--- src/rtl/goomba_pool.sv ---
// Multi-slot walking-enemy manager: NUM_SLOTS independent walkers with spawn handshake,
// frame-rate motion (walk/fall/squish), Mario contact detection and a draw hit query.
module goomba_slot #(
    parameter int COORD_W       = 10,
    parameter int HALF_W        = 18,
    parameter int HALF_H        = 10,
    parameter int MARIO_HALF_H  = 20,
    parameter int X_MIN         = 120,
    parameter int X_MAX         = 519,
    parameter int Y_MAX         = 439,
    parameter int STEP_X        = 1,
    parameter int GRAVITY       = 1,
    parameter int VMAX          = 4,
    parameter int SQUISH_FRAMES = 30
) (
    input  logic               Clk,
    input  logic               Reset,
    input  logic               fe,
    input  logic               kill,
    input  logic               load,
    input  logic [COORD_W-1:0] spawn_x,
    input  logic [COORD_W-1:0] spawn_y,
    input  logic               spawn_dir,
    input  logic [COORD_W-1:0] mario_x,
    input  logic [COORD_W-1:0] mario_y,
    input  logic               wall_l,
    input  logic               wall_r,
    input  logic               ground,
    input  logic [COORD_W-1:0] draw_x,
    input  logic [COORD_W-1:0] draw_y,
    output logic               alive,
    output logic [COORD_W-1:0] pos_x,
    output logic [COORD_W-1:0] pos_y,
    output logic               hit,
    output logic               squished,
    output logic               stomp,
    output logic               hurt
);
    localparam int SW   = COORD_W + 2;
    localparam int VY_W = $clog2(VMAX + 1);
    localparam int TM_W = $clog2(SQUISH_FRAMES + 1);
    localparam logic signed [SW-1:0] HW_S   = SW'(HALF_W);
    localparam logic signed [SW-1:0] HH_S   = SW'(HALF_H);
    localparam logic signed [SW-1:0] MHH_S  = SW'(MARIO_HALF_H);
    localparam logic signed [SW-1:0] XMIN_S = SW'(X_MIN);
    localparam logic signed [SW-1:0] XMAX_S = SW'(X_MAX);
    localparam logic signed [SW-1:0] YMAX_S = SW'(Y_MAX);
    localparam logic [VY_W:0]        VMAX_C = (VY_W + 1)'(VMAX);

    typedef enum logic [1:0] {IDLE, WALK, FALL, SQUISH} state_t;

    state_t              state, state_n;
    logic [COORD_W-1:0]  x, y, x_n, y_n;
    logic [VY_W-1:0]     vy, vy_n;
    logic [VY_W:0]       vy_sum;
    logic [TM_W-1:0]     timer, timer_n;
    logic                dir, dir_n, new_dir;
    logic signed [SW-1:0] sx, sy, lft, rgt, top, bot, mx, my, dx, dy, foot, head;
    logic                active, xov, stomp_c, hurt_c, out_c;

    // Widened signed geometry so boxes hanging off the playfield never wrap.
    assign sx     = $signed({2'b00, x});
    assign sy     = $signed({2'b00, y});
    assign mx     = $signed({2'b00, mario_x});
    assign my     = $signed({2'b00, mario_y});
    assign dx     = $signed({2'b00, draw_x});
    assign dy     = $signed({2'b00, draw_y});
    assign lft    = sx - HW_S;
    assign rgt    = sx + HW_S;
    assign top    = sy - HH_S;
    assign bot    = sy + HH_S;
    assign foot   = my + MHH_S;
    assign head   = my - MHH_S;
    assign active = (state == WALK) || (state == FALL);
    assign xov     = (lft <= mx) && (mx < rgt);
    assign stomp_c = xov && (foot == top);
    assign hurt_c  = xov && (foot > top) && (head < bot);
    assign out_c   = (rgt < XMIN_S) || (lft > XMAX_S) || (bot > YMAX_S);
    assign vy_sum  = {1'b0, vy} + (VY_W + 1)'(GRAVITY);
    assign stomp   = fe && active && stomp_c;
    assign hurt    = fe && active && !stomp_c && hurt_c;

    always_ff @(posedge Clk) begin
        if (Reset) begin
            state <= IDLE;
            x     <= '0;
            y     <= '0;
            vy    <= '0;
            dir   <= 1'b0;
            timer <= '0;
        end else begin
            state <= state_n;
            x     <= x_n;
            y     <= y_n;
            vy    <= vy_n;
            dir   <= dir_n;
            timer <= timer_n;
        end
    end

    always_comb begin
        state_n = state;
        x_n     = x;
        y_n     = y;
        vy_n    = vy;
        dir_n   = dir;
        timer_n = timer;
        new_dir = dir;
        if (kill) begin
            state_n = IDLE;
            x_n     = '0;
            y_n     = '0;
            vy_n    = '0;
            dir_n   = 1'b0;
            timer_n = '0;
        end else if (load) begin
            state_n = WALK;
            x_n     = spawn_x;
            y_n     = spawn_y - COORD_W'(HALF_H);
            vy_n    = '0;
            dir_n   = spawn_dir;
        end else if (fe) begin
            case (state)
                WALK, FALL: begin
                    if (stomp_c) begin
                        state_n = SQUISH;
                        timer_n = TM_W'(SQUISH_FRAMES);
                        vy_n    = '0;
                    end else if (!hurt_c && out_c) begin
                        state_n = IDLE;
                    end else if (state == WALK) begin
                        if (!ground) begin
                            state_n = FALL;
                            vy_n    = '0;
                        end else if (!(wall_l && wall_r)) begin
                            new_dir = dir ? !wall_r : wall_l;
                            dir_n   = new_dir;
                            x_n     = new_dir ? x + COORD_W'(STEP_X) : x - COORD_W'(STEP_X);
                        end
                    end else begin
                        if (ground) begin
                            state_n = WALK;
                            vy_n    = '0;
                        end else begin
                            y_n  = y + COORD_W'(vy);
                            vy_n = (vy_sum > VMAX_C) ? VMAX_C[VY_W-1:0] : vy_sum[VY_W-1:0];
                        end
                    end
                end
                SQUISH: begin
                    if (timer == TM_W'(1)) state_n = IDLE;
                    else                   timer_n = timer - TM_W'(1);
                end
                default: ;
            endcase
        end
    end

    // A squished enemy only occupies the lower half of its box.
    always_comb begin
        alive    = (state != IDLE);
        squished = (state == SQUISH);
        pos_x    = alive ? x : '0;
        pos_y    = alive ? y : '0;
        hit      = alive && (lft <= dx) && (dx < rgt) && (dy < bot) &&
                   ((squished ? sy : top) <= dy);
    end
endmodule

module goomba_pool #(
    parameter int NUM_SLOTS     = 4,
    parameter int SLOT_W        = (NUM_SLOTS > 1) ? $clog2(NUM_SLOTS) : 1,
    parameter int COORD_W       = 10,
    parameter int HALF_W        = 18,
    parameter int HALF_H        = 10,
    parameter int MARIO_HALF_H  = 20,
    parameter int X_MIN         = 120,
    parameter int X_MAX         = 519,
    parameter int Y_MAX         = 439,
    parameter int STEP_X        = 1,
    parameter int GRAVITY       = 1,
    parameter int VMAX          = 4,
    parameter int SQUISH_FRAMES = 30
) (
    input  logic                         Clk,
    input  logic                         Reset,
    input  logic                         frame_clk,
    input  logic                         spawn_valid,
    output logic                         spawn_ready,
    input  logic [COORD_W-1:0]           spawn_x,
    input  logic [COORD_W-1:0]           spawn_y,
    input  logic                         spawn_dir,
    input  logic                         kill_all,
    input  logic [COORD_W-1:0]           Mario_X_Pos,
    input  logic [COORD_W-1:0]           Mario_Y_Pos,
    input  logic [NUM_SLOTS-1:0]         wall_left,
    input  logic [NUM_SLOTS-1:0]         wall_right,
    input  logic [NUM_SLOTS-1:0]         ground_below,
    input  logic [COORD_W-1:0]           DrawX,
    input  logic [COORD_W-1:0]           DrawY,
    output logic [NUM_SLOTS*COORD_W-1:0] pos_x,
    output logic [NUM_SLOTS*COORD_W-1:0] pos_y,
    output logic [NUM_SLOTS-1:0]         alive,
    output logic                         draw_hit,
    output logic [SLOT_W-1:0]            draw_slot,
    output logic                         draw_squished,
    output logic                         stomp_pulse,
    output logic                         mario_hurt_pulse
);
    logic                 fd, fe, take, found;
    logic [NUM_SLOTS-1:0] grant, hit, squished, stomp_v, hurt_v;

    assign spawn_ready = |(~alive) && !kill_all && !Reset;
    assign take        = spawn_valid && spawn_ready;

    always_comb begin
        grant = '0;
        found = 1'b0;
        for (int i = 0; i < NUM_SLOTS; i++) begin
            if (!alive[i] && !found) begin
                grant[i] = take;
                found    = 1'b1;
            end
        end
    end

    for (genvar g = 0; g < NUM_SLOTS; g++) begin : g_slot
        goomba_slot #(
            .COORD_W(COORD_W), .HALF_W(HALF_W), .HALF_H(HALF_H),
            .MARIO_HALF_H(MARIO_HALF_H), .X_MIN(X_MIN), .X_MAX(X_MAX),
            .Y_MAX(Y_MAX), .STEP_X(STEP_X), .GRAVITY(GRAVITY), .VMAX(VMAX),
            .SQUISH_FRAMES(SQUISH_FRAMES)
        ) u_slot (
            .Clk(Clk), .Reset(Reset), .fe(fe), .kill(kill_all), .load(grant[g]),
            .spawn_x(spawn_x), .spawn_y(spawn_y), .spawn_dir(spawn_dir),
            .mario_x(Mario_X_Pos), .mario_y(Mario_Y_Pos),
            .wall_l(wall_left[g]), .wall_r(wall_right[g]), .ground(ground_below[g]),
            .draw_x(DrawX), .draw_y(DrawY), .alive(alive[g]),
            .pos_x(pos_x[g*COORD_W +: COORD_W]), .pos_y(pos_y[g*COORD_W +: COORD_W]),
            .hit(hit[g]), .squished(squished[g]), .stomp(stomp_v[g]), .hurt(hurt_v[g])
        );
    end

    // Walk downward so the lowest-index hit is the last (winning) assignment.
    always_comb begin
        draw_hit      = 1'b0;
        draw_slot     = '0;
        draw_squished = 1'b0;
        for (int i = NUM_SLOTS - 1; i >= 0; i--) begin
            if (hit[i]) begin
                draw_hit      = 1'b1;
                draw_slot     = SLOT_W'(i);
                draw_squished = squished[i];
            end
        end
    end

    always_ff @(posedge Clk) begin
        if (Reset) begin
            fd               <= 1'b0;
            fe               <= 1'b0;
            stomp_pulse      <= 1'b0;
            mario_hurt_pulse <= 1'b0;
        end else begin
            fd               <= frame_clk;
            fe               <= frame_clk && !fd;
            stomp_pulse      <= |stomp_v && !kill_all;
            mario_hurt_pulse <= |hurt_v && !kill_all;
        end
    end
endmodule

--- config.mk ---
export PLATFORM = sky130hd
export DESIGN_NAME = goomba_pool
export DESIGN_NICKNAME = d
export VERILOG_FILES = /design/src/rtl/goomba_pool.sv
export SDC_FILE = /design/constraint.sdc
export NUM_CORES = 1
export LEC_CHECK = 0
export ABC_AREA = 1
export CORE_UTILIZATION = 45
export CTS_CLUSTER_DIAMETER = 60
export CTS_CLUSTER_SIZE = 25
export DETAILED_ROUTE_END_ITERATION = 8
export SLEW_MARGIN = 20
export SYNTH_ARGS = -nofsm -noshare
export SYNTH_HDL_FRONTEND = slang
export SYNTH_SLANG_ARGS = --single-unit
--- constraint.sdc ---
create_clock -name Clk -period 4.2 [get_ports Clk]
set_clock_uncertainty 0.05 [all_clocks]
set_input_delay 0.84 -clock Clk [delete_from_list [all_inputs] [get_ports Clk]]
set_output_delay 0.84 -clock Clk [all_outputs]
set_load 0.005 [all_outputs]
## Yosys cells after proc, flatten, opt, wreduce, memory -nomap -nowiden

Cells that the tools add are included.

| cells by class | value |
|---|---|
| $add $sub $neg | 39 |
| magnitude comparators | 48 |
| equality and inequality tests | 80 |
| muxes and demuxes | 203 |
| bitwise gates (word level) | 5 |
| reduce and logical (&&, ||, !) cells | 161 |

Operators by type and width:

| kind | count |
|---|---|
| $mux 10 | 72 |
| $le 12x11->1 | 12 |
| $lt 11x12->1 | 12 |
| $mux 3 | 24 |
| $logic_and 1x1->1 | 65 |
| $reduce_and 5->1 | 12 |
| $mux 1 | 59 |
| $mux 2 | 28 |
| $ne 2x1->1 const B | 28 |
| $add 10x5->11 const B | 5 |
| $sub 10x5->11 const B | 5 |
| $eq 12x12->1 | 4 |
| $gt 12x10->1 const B | 4 |
| $gt 12x11->1 const B | 4 |
| $gt 12x12->1 | 4 |
| $lt 12x12->1 | 4 |
| $lt 12x8->1 const B | 4 |
| $mux 12 | 4 |
| $reduce_bool 2->1 | 24 |
| $add 10x4->11 const B | 4 |
| $sub 10x4->11 const B | 4 |
| $add 10x1->10 const B | 4 |
| $add 10x3->10 | 4 |
| $mux 5 | 8 |
| 27 further kinds | 138 |

| word-level totals | value |
|---|---|
| bits in registers | 128 |
| output and inout bits | 91 |
| logic and storage cells | 568 |

## Longest topological paths before layout

Gate-level depths: netlist of run 1.

| logic depth | value |
|---|---|
| depth in word-level cells | 12 |
| mapped depth | 24 |
| gate-level depth less buffers | 24 |

## By module

Synthesis of run 1 repeated with hierarchy kept, for this count alone.

| second synthesis, totals | value |
|---|---|
| cell total of the unflattened synthesis | 3769 |
| area, all modules | 23065.9 um^2 |

By module, submodules not included:

| module | times used | cells each | area an instance (um^2) |
|---|---|---|---|
| goomba_slot (g_slot[0].u_slot ...) | 2 | 928 | 5693.0 |
| goomba_slot (g_slot[1].u_slot) | 1 | 932 | 5706.7 |
| goomba_slot (g_slot[3].u_slot) | 1 | 932 | 5694.2 |
| goomba_pool | 1 | 49 | 279.0 |

## Worst setup path after synthesis of run 1

Ideal clock, no wire load.

| timing | value |
|---|---|
| path kind | reg2out |
| start | register g_slot[2].u_slot.y[1] |
| end | output draw_squished |
| arrival time | 2.781 ns |
| required time | 3.310 ns |
| slack | 0.529 ns |
| stages on the path, launching flop included | 20 |
| path buffers | 0 |
| path through | dfxtp_1 inv_1 ha_1 or2_2 nand4_1 nor3_1 xor2_1 o21ai_0 ha_1 nand2_1 nor4_1 a21oi_1 o21ai_0 nand4_1 nor2_1 nand2_1 and2_1 nand2_1 nand2_1 nand2_1 |

| between the ends | value |
|---|---|
| longest elaborated chain between the ends | 7 |
| elaborated cells on any way between the ends | 10 |
| classes of those cells | add/sub: 2; order compare: 2; mux: 4; reduce/logical: 2 |

Ends and longest elaborated chain:

| element | RTL line | source |
|---|---|---|
| start, declared | 53 | `logic [COORD_W-1:0] x, y, x_n, y_n;` |
| start signal, assigned | 94 | `y <= y_n;` |
| $sub 10x4->11 or $add 10x4->11 (tied branches) | 70, 71 |  |
| $mux 12 or $lt 11x12->1 (tied branches) | 166, 165 |  |
| $le 12x11->1 or $logic_and 1x1->1 (tied branches) | 166, 165 |  |
| $logic_and 1x1->1 (*) | 165 | `hit = alive && (lft <= dx) && (dx < rgt) && (dy < bot) &&` |
| $mux 1 (*) (3 in a row) | 250 | `if (hit[i]) begin` |
| end, declared | 206 | `output logic draw_squished,` |

Mark *: on every way between the ends. The rest lies on a longest branch, timed or not.

## Worst setup path in the final report of run 1

| timing | value |
|---|---|
| start | input DrawX[0] |
| end | output draw_squished |

| between the ends | value |
|---|---|
| longest elaborated chain between the ends | 9 |
| elaborated cells on any way between the ends | 28 |
| classes of those cells | order compare: 8; mux: 4; reduce/logical: 16 |

Ends and longest elaborated chain:

| element | RTL line | source |
|---|---|---|
| start, declared | 199 | `input logic [COORD_W-1:0] DrawX,` |
| $le 12x11->1 | 165 |  |
| $logic_and 1x1->1 (4 in a row) | 165 |  |
| $mux 1 (3 in a row) | 250 |  |
| $mux 1 (*) | 250 |  |

Marks and branches as above.

==> results of run 1 <==
## flip-flops by register name, summed over array words and instances (netlist names)
register	cells
g_slot.u_slot.x	40
fd	1
mario_hurt_pulse	1
g_slot.u_slot.dir	4
g_slot.u_slot.timer	20
g_slot.u_slot.state	8
g_slot.u_slot.vy	12
fe	1
g_slot.u_slot.y	40
stomp_pulse	1
## power by group through the flow
stage / clock network, uW / registers, uW / logic [uW]
after global routing: 1620 / 1230 / 1330
after detailed placement: 0 / 1250 / 1130
after global placement: 0 / 1250 / 1100
final: 1570 / 1230 / 1230
after floorplan: 0 / 1250 / 579
after CTS: 1570 / 1230 / 1160
## routing by layer
layer / track usage [%] / wire length, um / vias to the layer above / part of all wire [%]
met1: 52.5 / 40600 / 11600 / 45
met2: 58.2 / 38900 / 1135 / 43
met3: 6.57 / 8140 / 165 / 9.0
li1: - / - / 12100 / -
met4: 14.0 / 3060 / 2 / 3.4
met5: 0 / 13 / - / 0.014
## cell families after synthesis
group / after synthesis
multiplexers: 4
adder cells (fa/ha/maj): 368
flip-flops: 128
buffers and inverters: 507
XOR/XNOR: 155
AO/OA/AOI/OAI: 584
AND/OR/NAND/NOR: 1544
## layout make-up
class,count,area [um2]
fillers,4129,16500
diodes,4,10.0
repair buffers,700,5880
clock inverters,14,146
flip-flops and latches,128,2580
clock buffers,18,439
multi-input cells,2656,16700
well taps,592,741
inverters,417,1590
## per-stage QoR
stage / setup TNS [ns] / hold WS, ns
global placement: -15.74 / 0.330
CTS: -0.689 / 0.352
finish: -0.620 / 0.348
floorplan: 0 / 0.323
detailed placement: -27.22 / 0.343
global route: -3.73 / 0.359
## repair_timing
| action | CTS | global route |
|---|---|---|
| resized for setup | 137 | 112 |
| pin swaps | 75 | 62 |
| gates cloned | 0 | 2 |
| setup buffers | 42 | 12 |
| setup endpoints to repair | 4 | 106 |
## cell usage after synthesis, types with 4 or more instances
master,number
sky130_fd_sc_hd__nor3_1,58
sky130_fd_sc_hd__o211ai_1,6
sky130_fd_sc_hd__nor4_1,5
sky130_fd_sc_hd__xnor2_1,22
sky130_fd_sc_hd__buf_4,21
sky130_fd_sc_hd__buf_6,5
sky130_fd_sc_hd__a21o_1,4
sky130_fd_sc_hd__a21boi_0,5
sky130_fd_sc_hd__o2111ai_1,4
sky130_fd_sc_hd__inv_2,31
sky130_fd_sc_hd__nand3_1,191
sky130_fd_sc_hd__nand2_4,5
sky130_fd_sc_hd__inv_1,377
sky130_fd_sc_hd__o21ai_1,21
sky130_fd_sc_hd__nor2_1,386
sky130_fd_sc_hd__o21a_1,11
sky130_fd_sc_hd__xor2_1,131
sky130_fd_sc_hd__ha_1,360
sky130_fd_sc_hd__buf_2,19
sky130_fd_sc_hd__nor2_4,4
sky130_fd_sc_hd__a31oi_1,13
sky130_fd_sc_hd__nand4_1,37
sky130_fd_sc_hd__or2_2,11
sky130_fd_sc_hd__a21oi_2,9
sky130_fd_sc_hd__clkinv_1,7
sky130_fd_sc_hd__dfxtp_1,128
sky130_fd_sc_hd__o221ai_1,4
sky130_fd_sc_hd__nand2_2,32
sky130_fd_sc_hd__o21bai_1,12
sky130_fd_sc_hd__a211oi_1,6
sky130_fd_sc_hd__a21oi_1,242
sky130_fd_sc_hd__o21ai_0,218
sky130_fd_sc_hd__nand2_1,771
sky130_fd_sc_hd__fa_1,8
sky130_fd_sc_hd__clkbuf_1,41
sky130_fd_sc_hd__nor2_2,12
sky130_fd_sc_hd__nand3_2,10
sky130_fd_sc_hd__nand3b_1,6
sky130_fd_sc_hd__o22ai_1,9
## path summary, 6_finish.rpt
check | from | end | slack (ns) | depth (start not counted)
worst max-delay path | DrawX[0] | draw_squished | -0.20 | 21
worst min-delay path | fd$_SDFF_PP0_ | fe$_SDFF_PP0_ | 0.35 | 1
worst max register to register | g_slot[0].u_slot.y[1]$_SDFFE_PP0P_ | g_slot[0].u_slot.x[4]$_SDFFE_PP0P_ | 0.07 | 30
worst min register to register | fd$_SDFF_PP0_ | fe$_SDFF_PP0_ | 0.35 | 1
==> results.txt, run 1 <==
- The finished cells cover between 0.02 and 0.03 mm2.
- The critical path is of the in2out type.
- For this design the static power due to leakage is approximately 0.014 uW.
- The die covers 0.0466 mm2.
* Global-route wire length before repair: around 130000 um
- Peak supply drop: around 350 uV
- Most common cell after layout, fill and taps aside: sky130_fd_sc_hd__nand2_1
* Worst endpoint required time: roughly 3.3 ns
- Final worst path period need: ~4.4 ns
- Synthesized flop and latch total: between 100 and 150
- Iteration count of the initial detailed-routing pass: 5
- Setup violations remaining at the end of the flow were counted as 4.
* DRC Markers: 0
* Overall Global Routing Usage: between 30% and 40%
- Combined buffer and inverter count along the critical path: 5
- Critical Path Sink Type: primary output
* Final Routed Wirelength: ~91000 um
* Via count of the first global-routing pass: ~23000
* Number of instances in the synthesized netlist: around 3300
- Count of input and output buffers: roughly 170
- Switching pwr: about 1500 uW
- Clock slew at reported path FFs: roughly 0.060 ns
* Number of clock sinks: around 130
- Number of flops mapped to enable cells by yosys: 0
- The number of antenna violations at the first check in global routing is 7.
- The cell sitting at the root of the clock tree is a sky130_fd_sc_hd__clkbuf_16.
- TritonCTS built the clock tree.
* Complex-gate fraction of the synthesized area: between 10% and 20%
- Die span in x: 216 um
* Fraction of power consumed by the clock network: between 30% and 40%
- The placed instances occupy a cell area of roughly 0.026 mm2.
- Layout Utilization: a little over three fifths
- The worst hold path belongs to the class reg2reg.
* Most frequent cell on the critical path: sky130_fd_sc_hd__nand2_1
* Layout Area Growth over Synthesis: 36.7%
- Entering global routing, the biggest net connects 61 pins.
- In this run the core area contains between 70 and 80 standard-cell rows.
- The internal portion of the total power is roughly 2600 uW.
- Max-slew headroom at the worst pin: 34.7%
- Sw Ratio: a little over a third
- The critical path goes through clkdlybuf4s50_1 > inv_1 > buf_4 > ha_1 > nor2_1 > nor2_1 > o21ai_0 > o21ai_0 > o211ai_1 > nand2_1 > nand2_1 > nand2_1 > nand2_1 > nand2_1 > nand4_1 > buf_6 > and2_1 > nand2_1 > nand2_1 > nand2_1 > buf_2.
- The cell area that synthesis handed to floorplanning was ~0.021 mm2.
- The number of slew-limit violations in the final report came to 0.
* Effective utilization at floorplan: 46.1%
- Once placement completed, the tool counted placed cells totaling 4443.
* Critical path's slowest cell: sky130_fd_sc_hd__clkdlybuf4s50_1
* Number of routed nets with antenna violations: 0
- Largest area contributor in the synthesized netlist: sky130_fd_sc_hd__ha_1
- In the final layout, the share of cells above drive strength 1 is 21.7%.
- Sequential share of power: just over 30%
- DRC violation total after the first TritonRoute iteration: 2546
- Simple-gate portion of the synthesized area: roughly a third
* Hold buffers post-CTS: 0
- For this run, the top clock speed supported by timing is ~230 MHz.
- Via density per instance: approximately 5.5
- Wirelength per Cell: about 20 um
- Top Ports: approximately 170
- Before CTS, the worst setup slack after placement is -0.712 ns.
- Arrival time of data at the critical path endpoint: 3.51 ns
- For this run, the leading register cell type out of synthesis is sky130_fd_sc_hd__dfxtp_1.
- Cts bufs inserted: 17
* Avg Cell Area, Syn: 6.25 um2
* Power consumption: approximately 4000 uW
- The synthesized netlist devotes between 20 and 25% of its cell area to adder and majority cells.
- The routed layout has around 25000 vias.
- The tool flagged a number of max-cap violations equal to 0.
- Violated checks: setup timing
- Summed over all layers, the global routing overflow is 0.
* Filler-free cell count of the finished design: 4529
- Count of unique library cells instantiated by Yosys: 73
- Fraction of post-synthesis cell area in the top cell type by area: a little over a fifth
* RSZ-0062 raised after global routing: true
- After synthesis, the share of cell area in mux cells is less than 1%.
- The H-tree was split into 4 levels.
- Hold Violations, Final: 0
- Die H: around 220 um
- Routability Congestion: around 1.0
* Total nets after synthesis: 3736
* Result of the run: finished with violations
- The worst setup path is launched from an input pin.
- Combinational family with the most area after synthesis: simple AND/OR/NAND/NOR gates
- Yosys printed 0 warnings.
- After the last flow step, the layout net total stands at 4366.
- In this run the worst path has a maximum fanout of 3.
* Max incr delay on CP: ~0.53 ns
- Pin slew with the least headroom to its limit: 0.977 ns
* Floorplan Core Area: between 0.04 and 0.05 mm2
* Worst-skew pair later-pin latency: roughly 0.49 ns
* Sequential share of the synthesized area: 12.5%
* Fraction of synthesized cell area in xor and xnor cells: 6.67%
* Top library cells by usage in the layout, fill and taps aside: sky130_fd_sc_hd__nand2_1, sky130_fd_sc_hd__buf_4, sky130_fd_sc_hd__nor2_1, sky130_fd_sc_hd__inv_1, sky130_fd_sc_hd__ha_1
* HPWL after DPL: approximately 74000 um
- Period Utilization, post-route: 105%
- In the post-route analysis, the smallest setup slack over all paths is -0.198 ns.
- Largest cells by area after synthesis: sky130_fd_sc_hd__ha_1, sky130_fd_sc_hd__nand2_1, sky130_fd_sc_hd__dfxtp_1, sky130_fd_sc_hd__nor2_1, sky130_fd_sc_hd__inv_1
- Dividing total power by cell area gives a power density of about 140 mW/mm2.
- Counting along the longest clock path gives a buffer depth of 2.
* Crit-path leading delay family: buffers and inverters
- Portion of total power attributed to combinational logic: between 30% and 40%
- After synthesis, the share of flip-flops with an asynchronous set or reset is 0%.
(Power assumes the default switching activity.)
==> run 2, diff against run 1 <==
Settings changed: DONT_BUFFER_PORTS from default to 1.
==> run 2 against run 1 <==
Effect of this change: critical path depth is 2 lower; die area stayed put; largest cell class unchanged; final area is 16% lower; critical path type is now reg2out; worst hold slack worse by 0.0065 ns; sequential cell count stayed put; register-to-register slack better by 0.47 ns; utilization is 10 points lower; the run still ends with setup timing left.
==> results.txt, run 2 (synthesized netlist as in run 1, its figures left out) <==
- The ratio of final minimum period to clock period came to 101% (-4.0 points).
- Final instance area: 0.0237 mm2 (-16%)
- The arrival time at the worst endpoint came to 3.34 ns (-0.17 ns).
* Via density per instance: 5.67 (+2.8%)
* Result of the run: finished with violations
- The total detailed-routing wirelength came to 82600 um (-9.0%).
* Finish-stage setup viols: 2 (-2)
- Effective utilization at floorplan: 46.1% (unchanged)
- The number of antenna violations at the first check in global routing came to 7 (unchanged).
- DRC violation total after the first TritonRoute iteration: 2163 (-15%)
* Overall via count from detail_route: 22700 (-9.3%)
- The number of buffers created by CTS was 17 (unchanged).
- The final weighted congestion in routability-driven placement came to 1.00 (-2.1%).
- Die H: 216 um (unchanged)
- Worst-path maximum fanout: 3 (unchanged)
- The post-route antenna net violation count is 0 (unchanged).
* Combined buffer and inverter count along the critical path: 1 (-4)
- Grouping stages by cell kind, the critical path spends the most delay in simple AND/OR/NAND/NOR gates.
* Regs by FF count: g_slot.u_slot.x (40), g_slot.u_slot.y (40), g_slot.u_slot.timer (20)
- The aggregate global routing overflow was 0 (unchanged).
- Power density over cell area: 156 mW/mm2 (+9.5%)
* Cell area after placement: 0.0217 mm2 (-17%)
- The first-pass GRT wire length is 123000 um (-8.7%).
- Count of input and output buffers: 0 (-100%)
- Cell chain of the critical path: inv_4 > ha_4 > or2_4 > nand4_1 > nor3_2 > xor2_1 > o21ai_1 > ha_1 > nand2_1 > nor4_1 > a21oi_1 > o21ai_2 > nand4_1 > nor2_2 > nand2_1 > and2_4 > nand2_2 > nand2_2 > nand2_4
- Top Ports: 169 (unchanged)
- Number of clock sinks: 128 (unchanged)
- Maximum Capacitance Violations: 0 (unchanged)
- Cell row count: 77 (unchanged)
- Iteration count of the initial detailed-routing pass: 8 (+3)
* Number of H-tree levels: 4 (unchanged)
- In this run the worst setup path begins at g_slot[2].u_slot.y[1]$_SDFFE_PP0P_.
- Hold buffers post-CTS: 0 (unchanged)
- Max incr delay on CP: 0.35 ns (-0.18 ns)
* Layout Utilization: 53.1% (-10 points)
- The width of the die was 216 um (unchanged).
- The post-detailed-route DRC marker count is 0 (unchanged).
- Worst endpoint required time: 3.31 ns (about the same)
- Fill cells: 4558 (+10%)
- Critical path's slowest cell: sky130_fd_sc_hd__dfxtp_4
* Share of cells above drive strength 1: 15.1% (-6.6 points)
- Filler-free cell count of the finished design: 3996 (-12%)
- Critical path launch point type: flip-flop
- The critical path is of the reg2out type.
- Placed cells: 3906 (-12%)
- Worst-skew pair later-pin latency: 0.46 ns (-0.03 ns)
- Setup WS pre-CTS: -0.185 ns (+0.527 ns)
- Class of the most critical hold timing path: reg2reg
* CTS tree: yes
- The time the final worst path needs with I/O delays and setup is 4.23 ns (-0.169 ns).
- The placeable core area came to 0.0446 mm2 (unchanged).
- The standby leakage power was 0.0111 uW (-18%).
- Origin of the critical flop-to-flop path: g_slot[3].u_slot.x[2]$_SDFFE_PP0P_
- The final-stage net count was 3834 (-12%).
- Maximum clock rate: 236 MHz (+4.0%)
- The routed wirelength normalized by instance count was 20.7 um (+3.1%).
* Violated checks: setup timing
- The number of slew-limit violations in the final report came to 0 (unchanged).
- The worst-case headroom to the max-slew limit was 24.4% (-10 points).
- Setup repair after global routing could not meet its margin everywhere.
- Critical Path Sink Type: primary output
- Layout Area Growth over Synthesis: 15.1%
- The total track usage is 34.7% (-3.2 points).
- Peak supply drop: 373 uV (+7.6%)
- Pin count of the biggest net entering global routing: 61 (unchanged)
- Setup slack after layout: -0.0296 ns (+0.169 ns)
* Top library cells by usage in the layout, fill and taps aside: sky130_fd_sc_hd__nand2_1, sky130_fd_sc_hd__nor2_1, sky130_fd_sc_hd__inv_1, sky130_fd_sc_hd__ha_1, sky130_fd_sc_hd__a21oi_1
- In this run the most critical hold path is launched from fd$_SDFF_PP0_.
- The number of failing hold endpoints at the final stage was 0 (unchanged).
* Clock slew at reported path FFs: 0.06 ns (about the same)
* Via count of the first global-routing pass: 20900 (-10%)
* Maximum buffer depth of the clock tree: 2 (unchanged)
- Area of the die: 0.0466 mm2 (unchanged)
* HPWL after DPL: 66700 um (-9.6%)
* Root buffer cell: sky130_fd_sc_hd__clkbuf_16
- Leaving out fill and tap cells, the most frequent cell in the layout is sky130_fd_sc_hd__nand2_1.
- The slew of the pin with the lowest slew margin was 1.13 ns (+0.149 ns).
[run 2: cell count changes in the layout (fill, tap and decap cells not counted), sizes merged]
cell / change
clkdlybuf4s50: -162
clkbuf: +4
dlymetal6s2s: -1
buf: -366
nand3: -1
inv: -6
dlygate4sd2: -1
diode: -1
bufinv: +1
[run 2: area by class of cell]
class | instances | area, um2 | share of cell area, %
inverter | 417 | 1580 | 6.69
timing repair buffer | 169 | 1330 | 5.60
antenna | 3 | 7.51 | 0.0317
multi-input combinational | 2655 | 16800 | 71.0
sequential | 128 | 2620 | 11.1
clock inverter | 9 | 106 | 0.449
tap | 592 | 741 | 3.13
clock buffer | 23 | 488 | 2.06
[run 2: final timing paths]
check	to	slack (ns)	cells past startpoint
setup / recovery	draw_squished	-0.03	19
hold / removal	fe$_SDFF_PP0_	0.34	1
setup reg to reg	stomp_pulse$_SDFF_PP0_	0.54	16
hold reg to reg	fe$_SDFF_PP0_	0.34	1
[run 2: report_power, final]
group	total (uW)	internal [uW]	switching, uW
combinational	928	327	601
clock	1550	933	618
sequential	1220	1210	10.7
total	3700	2470	1230
[run 2: worst reg2reg max path, stage by stage (launching register included)]
cell and delay, ns:
sky130_fd_sc_hd__dfxtp_4 0.36, sky130_fd_sc_hd__inv_1 0.10, sky130_fd_sc_hd__ha_2 0.21, sky130_fd_sc_hd__nand2_1 0.09, sky130_fd_sc_hd__nand2_2 0.12, sky130_fd_sc_hd__nand2_2 0.08, sky130_fd_sc_hd__xor2_2 0.17, sky130_fd_sc_hd__buf_4 0.15
sky130_fd_sc_hd__ha_1 0.31, sky130_fd_sc_hd__nand4_1 0.19, sky130_fd_sc_hd__nor3_1 0.28, sky130_fd_sc_hd__nor2_1 0.08, sky130_fd_sc_hd__a21oi_1 0.34, sky130_fd_sc_hd__nand3_2 0.25, sky130_fd_sc_hd__inv_2 0.12, sky130_fd_sc_hd__nand2_1 0.18
sky130_fd_sc_hd__a41oi_1 0.46
[run 2: through the flow]
stage,power (uW),hold WS [ns],setup TNS (ns)
2_1_floorplan,1830,0.323,0
3_3_place_gp,2110,0.332,-0.537
3_5_place_dp,2130,0.338,-0.474
4_1_cts,3680,0.346,-0.0819
5_1_grt,3860,0.366,-0.446
6_report,3700,0.342,-0.0434
[run 2: repair_timing]
| action | 4_1_cts | 5_1_grt |
|---|---|---|
| pin swaps | 44 | 66 |
| setup buffers | 26 | 29 |
| gates resized for setup | 113 | 134 |
| endpoints found under the setup margin | 4 | 4 |
[run 2: layer usage]
metal	wire (um)	share of wire, %	vias up	global-route usage, %
met2	35700	43	965	53.7
met5	0	0	-	0
li1	-	-	11000	-
met4	2750	3.3	0	12.0
met3	7160	8.7	147	6.46
met1	37000	45	10600	47.8
